## config.mk

```make
export PLATFORM = sky130hd
export DESIGN_NAME = hazard_stall_ctrl
export DESIGN_NICKNAME = d
export VERILOG_FILES = /design/src/rtl/hazard_stall_ctrl.sv
export SDC_FILE = /design/constraint.sdc
export NUM_CORES = 1
export LEC_CHECK = 0
export CAP_MARGIN = 10
export CORE_MARGIN = 5
export CORE_UTILIZATION = 30
export DETAILED_ROUTE_END_ITERATION = 10
export SETUP_SLACK_MARGIN = 0.3
export SLEW_MARGIN = 25
export SYNTH_ARGS = -nofsm -noshare
export SYNTH_HDL_FRONTEND = slang
export SYNTH_SLANG_ARGS = --single-unit
export TNS_END_PERCENT = 30
```

## constraint.sdc

```tcl
create_clock -name clk -period 2 [get_ports clk]
set_input_delay 0.4 -clock clk [delete_from_list [all_inputs] [get_ports clk]]
set_output_delay 0.4 -clock clk [all_outputs]
set_load 0.03 [all_outputs]
```

## src/rtl/hazard_stall_ctrl.sv

```systemverilog
`default_nettype none
// ============================================================================
// hazard_stall_ctrl : PC / IF-ID / ID-EX / EX sequencing for load-use, mul-div,
// branch flush and halt drain.  Macro HAZ_STALL_COUNT_EN builds stall counter.
// Revision: 1.0
// ============================================================================
module hazard_stall_ctrl #(
   parameter int MULDIV_CYCLES = 4
) (
   input  logic        clk,
   input  logic        rst_n,
   input  logic [3:0]  id_opcode,
   input  logic [3:0]  id_rs,
   input  logic [3:0]  id_rt,
   input  logic [1:0]  ex_memRead,
   input  logic [3:0]  ex_rd,
   input  logic        ex_muldiv,
   input  logic        ex_branch_taken,
   output logic        pc_write,
   output logic        ifid_write,
   output logic        ifid_flush,
   output logic        idex_bubble,
   output logic        ex_hold,
   output logic        halted,
   output logic [15:0] stall_count
);

   localparam logic [1:0] ST_RUN        = 2'd0;
   localparam logic [1:0] ST_MULDIV     = 2'd1;
   localparam logic [1:0] ST_HALT_DRAIN = 2'd2;
   localparam logic [1:0] ST_HALTED     = 2'd3;

   localparam logic       MD_EN   = (MULDIV_CYCLES > 1);
   localparam logic [3:0] MD_LOAD = (MULDIV_CYCLES > 1) ? 4'(MULDIV_CYCLES - 2) : 4'd0;

   logic [1:0] state, state_nxt;
   logic [3:0] cnt, cnt_nxt;
   logic       load_use;
   logic       halt_op;

   assign load_use = (ex_memRead != 2'b00) && ((ex_rd == id_rs) || (ex_rd == id_rt));
   assign halt_op  = (id_opcode == 4'b0000);

   always_ff @(posedge clk) begin
      if (!rst_n) begin
         state <= ST_RUN;
         cnt   <= 4'd0;
      end else begin
         state <= state_nxt;
         cnt   <= cnt_nxt;
      end
   end

   always_comb begin
      state_nxt = state;
      cnt_nxt   = cnt;
      case (state)
         ST_RUN: begin
            // A taken branch flushes ID, so nothing decoded there may start a sequence.
            if (!ex_branch_taken) begin
               if (ex_muldiv && MD_EN) begin
                  state_nxt = ST_MULDIV;
                  cnt_nxt   = MD_LOAD;
               end else if (!load_use && halt_op) begin
                  state_nxt = ST_HALT_DRAIN;
                  cnt_nxt   = 4'd2;
               end
            end
         end
         ST_MULDIV: begin
            if (cnt != 4'd0) cnt_nxt = cnt - 4'd1;
            else             state_nxt = ST_RUN;
         end
         ST_HALT_DRAIN: begin
            if (cnt != 4'd0) cnt_nxt = cnt - 4'd1;
            if (cnt <= 4'd1) state_nxt = ST_HALTED;
         end
         default: begin
            state_nxt = ST_HALTED;
         end
      endcase
   end

   always_comb begin
      pc_write    = 1'b1;
      ifid_write  = 1'b1;
      ifid_flush  = 1'b0;
      idex_bubble = 1'b0;
      ex_hold     = 1'b0;
      halted      = 1'b0;
      case (state)
         ST_RUN: begin
            if (ex_branch_taken) begin
               ifid_flush  = 1'b1;
               idex_bubble = 1'b1;
            end else if (ex_muldiv && MD_EN) begin
               ex_hold    = 1'b1;
               pc_write   = 1'b0;
               ifid_write = 1'b0;
            end else if (load_use || halt_op) begin
               pc_write    = 1'b0;
               ifid_write  = 1'b0;
               idex_bubble = 1'b1;
            end
         end
         ST_MULDIV: begin
            if (cnt != 4'd0) begin
               ex_hold    = 1'b1;
               pc_write   = 1'b0;
               ifid_write = 1'b0;
            end
         end
         ST_HALT_DRAIN: begin
            pc_write    = 1'b0;
            ifid_write  = 1'b0;
            idex_bubble = 1'b1;
         end
         default: begin
            pc_write    = 1'b0;
            ifid_write  = 1'b0;
            idex_bubble = 1'b1;
            halted      = 1'b1;
         end
      endcase
   end

`ifdef HAZ_STALL_COUNT_EN
   logic [15:0] stall_cnt;

   always_ff @(posedge clk) begin
      if (!rst_n)
         stall_cnt <= 16'd0;
      else if (!pc_write && (state != ST_HALTED) && (stall_cnt != 16'hFFFF))
         stall_cnt <= stall_cnt + 16'd1;
   end

   assign stall_count = stall_cnt;
`else
   assign stall_count = 16'd0;
`endif

endmodule
`default_nettype wire

```

# Word level (Yosys, flattened, before mapping)

Index checks and enable logic that the tools add are counted.
Widths: inputs -> output; s select.

Output and inout port bits: 22
Register bits after elaboration: 6
Logic and storage cells: 54
Input bits: 22

Equality and inequality tests: 9
Add/subtract/negate cells: 1
Order comparisons: 1
Reductions and logical operators: 14
Mux-type cells: 27

Operators by type and width:

| cell                | number |
|---|---|
| $mux 4              | 4 |
| $mux 1              | 13 |
| $mux 2              | 5 |
| $eq 4x4->1          | 2 |
| $pmux 4 s2          | 1 |
| $reduce_and 4->1    | 2 |
| $ne 2x2->1 const B  | 3 |
| $pmux 1 s2          | 3 |
| $pmux 2 s3          | 1 |
| $le 4x1->1 const B  | 1 |
| $logic_not 4->1     | 1 |
| $reduce_bool 2->1   | 2 |
| $reduce_bool 4->1   | 1 |
| $sub 4x1->4 const B | 1 |
| $ne 3x3->1 const B  | 1 |
| $reduce_or 3->1     | 1 |
| $eq 2x1->1 const B  | 1 |
| $eq 2x2->1 const B  | 1 |
| $logic_and 1x1->1   | 2 |
| $logic_not 2->1     | 1 |
| $logic_or 1x1->1    | 2 |
| $ne 2x1->1 const B  | 1 |
| $reduce_or 2->1     | 1 |
| $logic_not 1->1     | 1 |

# Depth between registers and ports, before layout

Gate-level depths: netlist (run 1).

Depth in word-level cells: 9
Depth in mapped cells: 7
Depth with buffers taken out: 7

# Least setup slack after synthesis (run 1)

OpenSTA, ideal clock, no wires.

Kind: register to output
Start point: reg state[0]
End point: out pc_write
Cell stages (with the launch flop): 6
Arrival: 1.706 ns
Data required time: 1.600 ns
Path slack: -0.106 ns
Path through: dfxtp_1 -> inv_1 -> ha_1 -> and2_1 -> a311o_1 -> buf_4

Word-level cells in the longest chain between the ends: 2
Elaborated cells on any way between the ends: 3
Those cells by class: eq/ne: 1; mux: 1; reduce/logical: 1

RTL lines:

| item                                                 | line | text |
|---|---|---|
| start: declaration                                   | 36   | `logic [1:0] state, state_nxt;` |
| start signal: assignment                             | 49   | `state <= state_nxt;` |
| $eq 2x1->1 / $logic_not 2->1 (equally long branches) | --   |  |
| $pmux 1 s2 (*)                                       | --   |  |
| end: declaration                                     | 19   | `output logic pc_write,` |

Every way passes the cells marked *; elsewhere a longest branch is shown, timed or not.

# Worst setup path after layout (run 1)

Start point: in id_opcode[1]
End point: out ifid_write

Word-level cells in the longest chain between the ends: 6

RTL lines:

| item               | line | text |
|---|---|---|
| start: declaration | 12   | `input logic [3:0] id_opcode,` |
| $logic_not 4->1    | 42   | `assign halt_op = (id_opcode == 4'b0000);` |
| $logic_or 1x1->1   | 100  | `end else if (load_use \|\| halt_op) begin` |
| $mux 1             | 100  |  |
| $mux 1             | 96   | `end else if (ex_muldiv && MD_EN) begin` |
| $mux 1             | 93   | `if (ex_branch_taken) begin` |
| $pmux 1 s2         | 91   | `case (state)` |
| end: declaration   | 20   | `output logic ifid_write,` |

No other way between the ends.

==> impl_metrics.ini, run 1 <==
[outcome]
status = finished clean

[finish]
regArea_um2 = 128
diodes = 0
area.growth.synth_to_final_pct = 81.8
nFillCells = 261
final_area_um2 = 1490
nNetsFinal = 205
multi_input_area_um2 = 726
drive_gt1_share_pct = 57.7

[sta]
fin_crit_ns = 1.92
hold_slack_ns = 0.536
rsz0062_at_grt = true
max_freq_mhz = 521
fin_skew_ns = 0.00634
period_share_pct = 96.0
finalHoldViolations = 0
drv_slew = 0
finalSetupViolCount = 0

[pwr]
cell_internal_pwr_w = 0.000930
clockPowerShare_pct = 6.7
p_per_area_nw_per_um2 = 1110
swShare_pct = 43.9
p_total_w = 0.00166
cellLeakagePower_nw = 0.739
p_sw_w = 0.000727
combPwrFrac_pct = 80.4
vdd_drop_max_uv = 702
pwr-share-seq_pct = 13.0

[logic_synthesis]
synth-edff-count = 0
async_flop_share_pct = 0
ys_warn_count = 0
yosys_most_used_dff = dfxtp_1
synth_cells = 106
synth.distinct_cells = 34
yosysSeqAreaShare_pct = 14.7
synth_area_um2 = 818
syn_avg_cell_area_um2 = 7.72
ys_ff_latch = 6

[detailed_routing]
drt-pass1-iter-count = 4
wl_per_cell_um = 11.6
viasPerCell = 4.59
num_vias = 946
drtIter0Drc = 38
ant_nets = 0
wl_um = 2390
drc = 0

[setup_path]
cp_cell_sequence = dlygate4sd2_1, nor4_2, buf_4, a21oi_2, a311o_2, buf_6
worstPathArrival_ns = 1.52
slowest_delay_ns = 0.39
criticalPathCategory = in -> out
cp_max_fo = 2
worst_setup_path_start_kind = input pin
critPathRequiredTime_ns = 1.60
cpMaxStageDelayCell = a311o_2
end_kind = primary output

[floorplanning]
fp-row-count = 19
start_util_pct = 30.5
dieHeight_um = 62.2
die_area_um2 = 3870
core-area_um2 = 2690
num_io_pins = 44
die_w_um = 62.2

[cts]
path_clk_slew_ns = 0.05
cts_buffer_depth = 2
cts_made_buffers = 3
clockRootBuffer = clkbuf_4
clk_latency_ns = 0.24
cts.sinks = 6
ctsHtreeMaxLevel = 1
cts_tree = done

[placement]
dpl.hpwl_um = 1830
port_buffers = 27
globalplace.congestion = 0.837
place_area_um2 = 1290

[global_route]
grt_pass1_vias = 969
overflow = 0
gr-usage-all-layers_pct = 12.1
grt_antenna_before_repair = 0
grt_pass1_wl_um = 3880
grt_max_degree = 9

[job]
maxCapViolCount = 0

[worst_hold_path]
min_path_type = reg -> reg
==> power by group through the flow <==
| stage | Clock, W | Combinational (W) | Sequential (W) |
|---|---|---|---|
| final | 0.000111 | 0.00133 | 0.000215 |
| after floorplan | 0 | 0.000691 | 0.000209 |
| after CTS | 0.000117 | 0.00130 | 0.000205 |
| after detailed placement | 0 | 0.00111 | 0.000200 |
| after global routing | 0.000129 | 0.00145 | 0.000223 |
| after global placement | 0 | 0.00110 | 0.000196 |
==> repair_timing <==
action,4_1_cts,5_1_grt
setup buffers,15,1
endpoints found under the setup margin,12,11
hold buffers,0,0
resized for setup,100,18
pin swaps,19,14
==> metal layers <==
| metal | global-route usage [%] | share of wire (%) |
|---|---|---|
| met2 | 23.2 | 55 |
| met3 | 5.23 | 8.0 |
| met1 | 12.3 | 37 |
| met5 | 0 | 0 |
| met4 | 0.813 | 0 |
==> sequential cells by signal (all words and copies together) (netlist names) <==
name / count
cnt: 4
state: 2
==> worst max-delay path: cells and delay by family <==
kind	cells	cell delay (ns)
AOI/OAI and AO/OA	2	0.42
buffers and inverters	3	0.55
and+or+nand+nor	1	0.14
==> worst paths after layout <==
| check | slack, ns | endpoint | start | depth (start not counted) |
|---|---|---|---|---|
| worst max-delay path | 0.08 | ifid_write | id_opcode[1] | 6 |
| worst min-delay path | 0.54 | state[0]$_SDFFE_PN0P_ | state[0]$_SDFFE_PN0P_ | 2 |
| worst min register to register | 0.54 | state[0]$_SDFFE_PN0P_ | state[0]$_SDFFE_PN0P_ | 2 |
| worst max register to register | 0.17 | cnt[1]$_SDFFE_PN0P_ | state[0]$_SDFFE_PN0P_ | 8 |
==> metrics by stage <==
| stage | utilization, % | setup WS [ns] | setup TNS (ns) | std cells |
|---|---|---|---|---|
| floorplan | - | 0.0809 | 0 | 121 |
| global placement | 48.0 | -0.754 | -2.79 | 187 |
| detailed placement | 48.0 | -0.775 | -3.08 | 187 |
| CTS | 53.4 | 0.102 | 0 | 205 |
| global route | 55.4 | 0.0477 | 0 | 206 |
| finish | 55.4 | 0.0792 | 0 | 206 |
==> final cells by class <==
type                    instances  share of cell area [%]
flip-flops and latches          6                    8.58
inverters                       7                    2.27
clock buffers                   3                    1.51
repair buffers                 68                    36.2
multi-input cells              91                    48.8
well taps                      31                    2.61
==> cells by family (layout without fill, tap and decap cells) <==
family                   after synthesis  in the layout  synth area share, %
AND/OR/NAND/NOR                       38             38                 24.6
buffers and inverters                 24             78                 18.8
AO/OA/AOI/OAI                         21             21                 21.3
XOR/XNOR                               8              8                 8.56
adder cells (fa/ha/maj)                6              6                 9.17
flip-flops                             6              6                 14.7
multiplexers                           2              2                 2.45
other                                  1             16                0.458
==> Yosys cell counts, types with 2 or more instances <==
library cell	instances	share of area, %
a21oi_1	5	3.1
and3_1	2	1.5
buf_4	17	16
dfxtp_1	6	15
ha_1	6	9.2
inv_1	7	3.2
mux2i_1	2	2.4
nand2_1	12	5.5
nand3_1	2	1.2
nand4_1	3	2.3
nor2_1	5	2.3
nor2b_1	2	1.5
nor3_1	4	2.4
o21ai_0	6	3.7
xnor2_1	8	8.6
==> cell usage in the layout (no fill, tap or decap), types with 2 or more instances in the layout <==
cell / instances
a21oi_1: 3
a21oi_2: 3
buf_2: 8
buf_4: 42
buf_6: 9
clkbuf_4: 3
conb_1: 16
dfxtp_1: 2
dfxtp_2: 3
dlygate4sd2_1: 6
ha_1: 3
ha_4: 2
inv_1: 4
mux2i_1: 2
nand2_1: 10
nand2_2: 2
nand3_1: 2
nand4_1: 3
nor2_1: 4
nor2b_1: 2
nor3_1: 4
o21ai_0: 5
xnor2_2: 8
Note: power is estimated with default switching activity, not from simulation.
==> run 2, diff against run 1 <==
CAP_MARGIN = unset   (was 10)
TNS_END_PERCENT = 5   (was 30)
==> run 2 against run 1 <==
Worst setup slack improved by 0.029 ns. Clock skew rose by 0.00072 ns. First-iteration DRC count is 7.9% lower. Routed wire length fell by 5.8%. Global-route usage shrank 1.1 points. Via count fell by 4.1%. Final area fell by 3.9%. Critical endpoint unchanged.
==> impl_metrics.ini, run 2 (same netlist as run 1, synthesis figures left out) <==
[outcome]
status = finished clean

[finish]
final_area_um2 = 1430
nFillCells = 259
area.growth.synth_to_final_pct = 74.8
drive_gt1_share_pct = 55.0
nNetsFinal = 199
largest_reg_flops = 4
layout_common_cells = 36 x buf_4, 16 x conb_1, 12 x nand2_1, 8 x xnor2_2, 8 x buf_6
largestRegisters = cnt x4, state x2
diodes = 0
largest_register = cnt
fin_cells = 200
final_common_cell = buf_4
post-route-util_pct = 53.2

[setup_path]
critPathRequiredTime_ns = 1.60
worstPathArrival_ns = 1.49
cp_cell_sequence = clkbuf_2, nor4_2, buf_4, a21oi_2, a311o_2, buf_6
cpMaxStageDelayCell = a311o_2
reg2reg_from = state[0]$_SDFFE_PN0P_
cp_max_fo = 2
rrSetupSlack_ns = 0.19
worstRegToRegCells = 8
slowest_delay_ns = 0.39
end_kind = primary output
r2r-end = cnt[1]$_SDFFE_PN0P_
worst_setup_path_start_kind = input pin
criticalPathCategory = in -> out

[detailed_routing]
drtIter0Drc = 35
drt-pass1-iter-count = 4
num_vias = 907
wl_per_cell_um = 11.2
drc = 0
ant_nets = 0
viasPerCell = 4.54
wl_um = 2250

[floorplanning]
core-area_um2 = 2690
fp-row-count = 19
dieHeight_um = 62.2
die_area_um2 = 3870
num_io_pins = 44
die_w_um = 62.2
start_util_pct = 30.5

[worst_hold_path]
min_path_type = reg -> reg
hold-path-endpoint = state[0]$_SDFFE_PN0P_
worstHoldStart = state[0]$_SDFFE_PN0P_
min_path_cells = 2

[placement]
port_buffers = 27
place_area_um2 = 1290
place_inst = 187
dpl.hpwl_um = 1830
globalplace.congestion = 0.837

[global_route]
grt_antenna_before_repair = 0
grt_pass1_wl_um = 3510
overflow = 0
gr-usage-all-layers_pct = 10.9
grt_max_degree = 9
grt_pass1_vias = 891

[sta]
rsz0062_at_grt = true
fin_skew_ns = 0.00706
fin_crit_ns = 1.89
finalSetupTns_ns = 0
max_freq_mhz = 528
period_share_pct = 94.6
drv_slew = 0
finalSetupViolCount = 0
finalHoldViolations = 0

[cts]
cts_buffer_depth = 2
cts_made_buffers = 3
cts_tree = done
ctsHtreeMaxLevel = 1
clockRootBuffer = clkbuf_4
cts.sinks = 6
clk_latency_ns = 0.24
path_clk_slew_ns = 0.05

[pwr]
vdd_drop_max_uv = 687
p_per_area_nw_per_um2 = 1100
p_total_w = 0.00158
cellLeakagePower_nw = 0.716

[job]
maxCapViolCount = 0
-- run 2: cell type report --
cell class                      instances  area [um2]  area share, %
Sequential cell                         6         126           8.84
Clock buffer                            3        22.5           1.57
Inverter                                7        31.3           2.19
Multi-Input combinational cell         91         716           50.0
Timing Repair Buffer                   62         495           34.6
Tap cell                               31        38.8           2.71
-- run 2: worst max-delay path by stage --
stage | start | endpoint
after floorplan | id_rs[2] | pc_write
after global placement | ex_rd[3] | ifid_write
after detailed placement | ex_rd[0] | pc_write
after CTS | id_rt[2] | ifid_write
after global routing | state[0]$_SDFFE_PN0P_ | idex_bubble
final | id_opcode[1] | ifid_write
-- run 2: metal layers --
layer	part of all wire [%]	GRT usage (%)	up-vias
met1	38	11.3	406
met4	0	0.813	0
met2	53	20.5	34
met5	0	0	-
li1	-	-	467
met3	8.9	5.23	0
-- run 2: report_power, final --
group	switching [W]	internal, W	leakage [nW]
Sequential	0.0000364	0.000177	0.0509
Clock	0.0000432	0.0000679	0.0138
Combinational	0.000617	0.000636	0.651
Total	0.000697	0.000881	0.716
-- run 2: worst max-delay path: cells and delay by family --
family          cells  cell delay [ns]
buf+inv             3             0.40
compound gates      2             0.42
simple gates        1             0.27
-- run 2: repair_timing --
item | in CTS | in global routing
pin swaps | 16 | 15
setup endpoints to repair | 12 | 12
gates resized for setup | 79 | 30
buffers inserted | 7 | 3
hold buffers | 0 | 0
-- run 2: through the flow --
step | worst slack (ns) | hold WS, ns
2_1_floorplan | 0.0809 | 0.471
3_3_place_gp | -0.754 | 0.504
3_5_place_dp | -0.775 | 0.516
4_1_cts | 0.0753 | 0.506
5_1_grt | 0.0474 | 0.583
6_report | 0.108 | 0.536
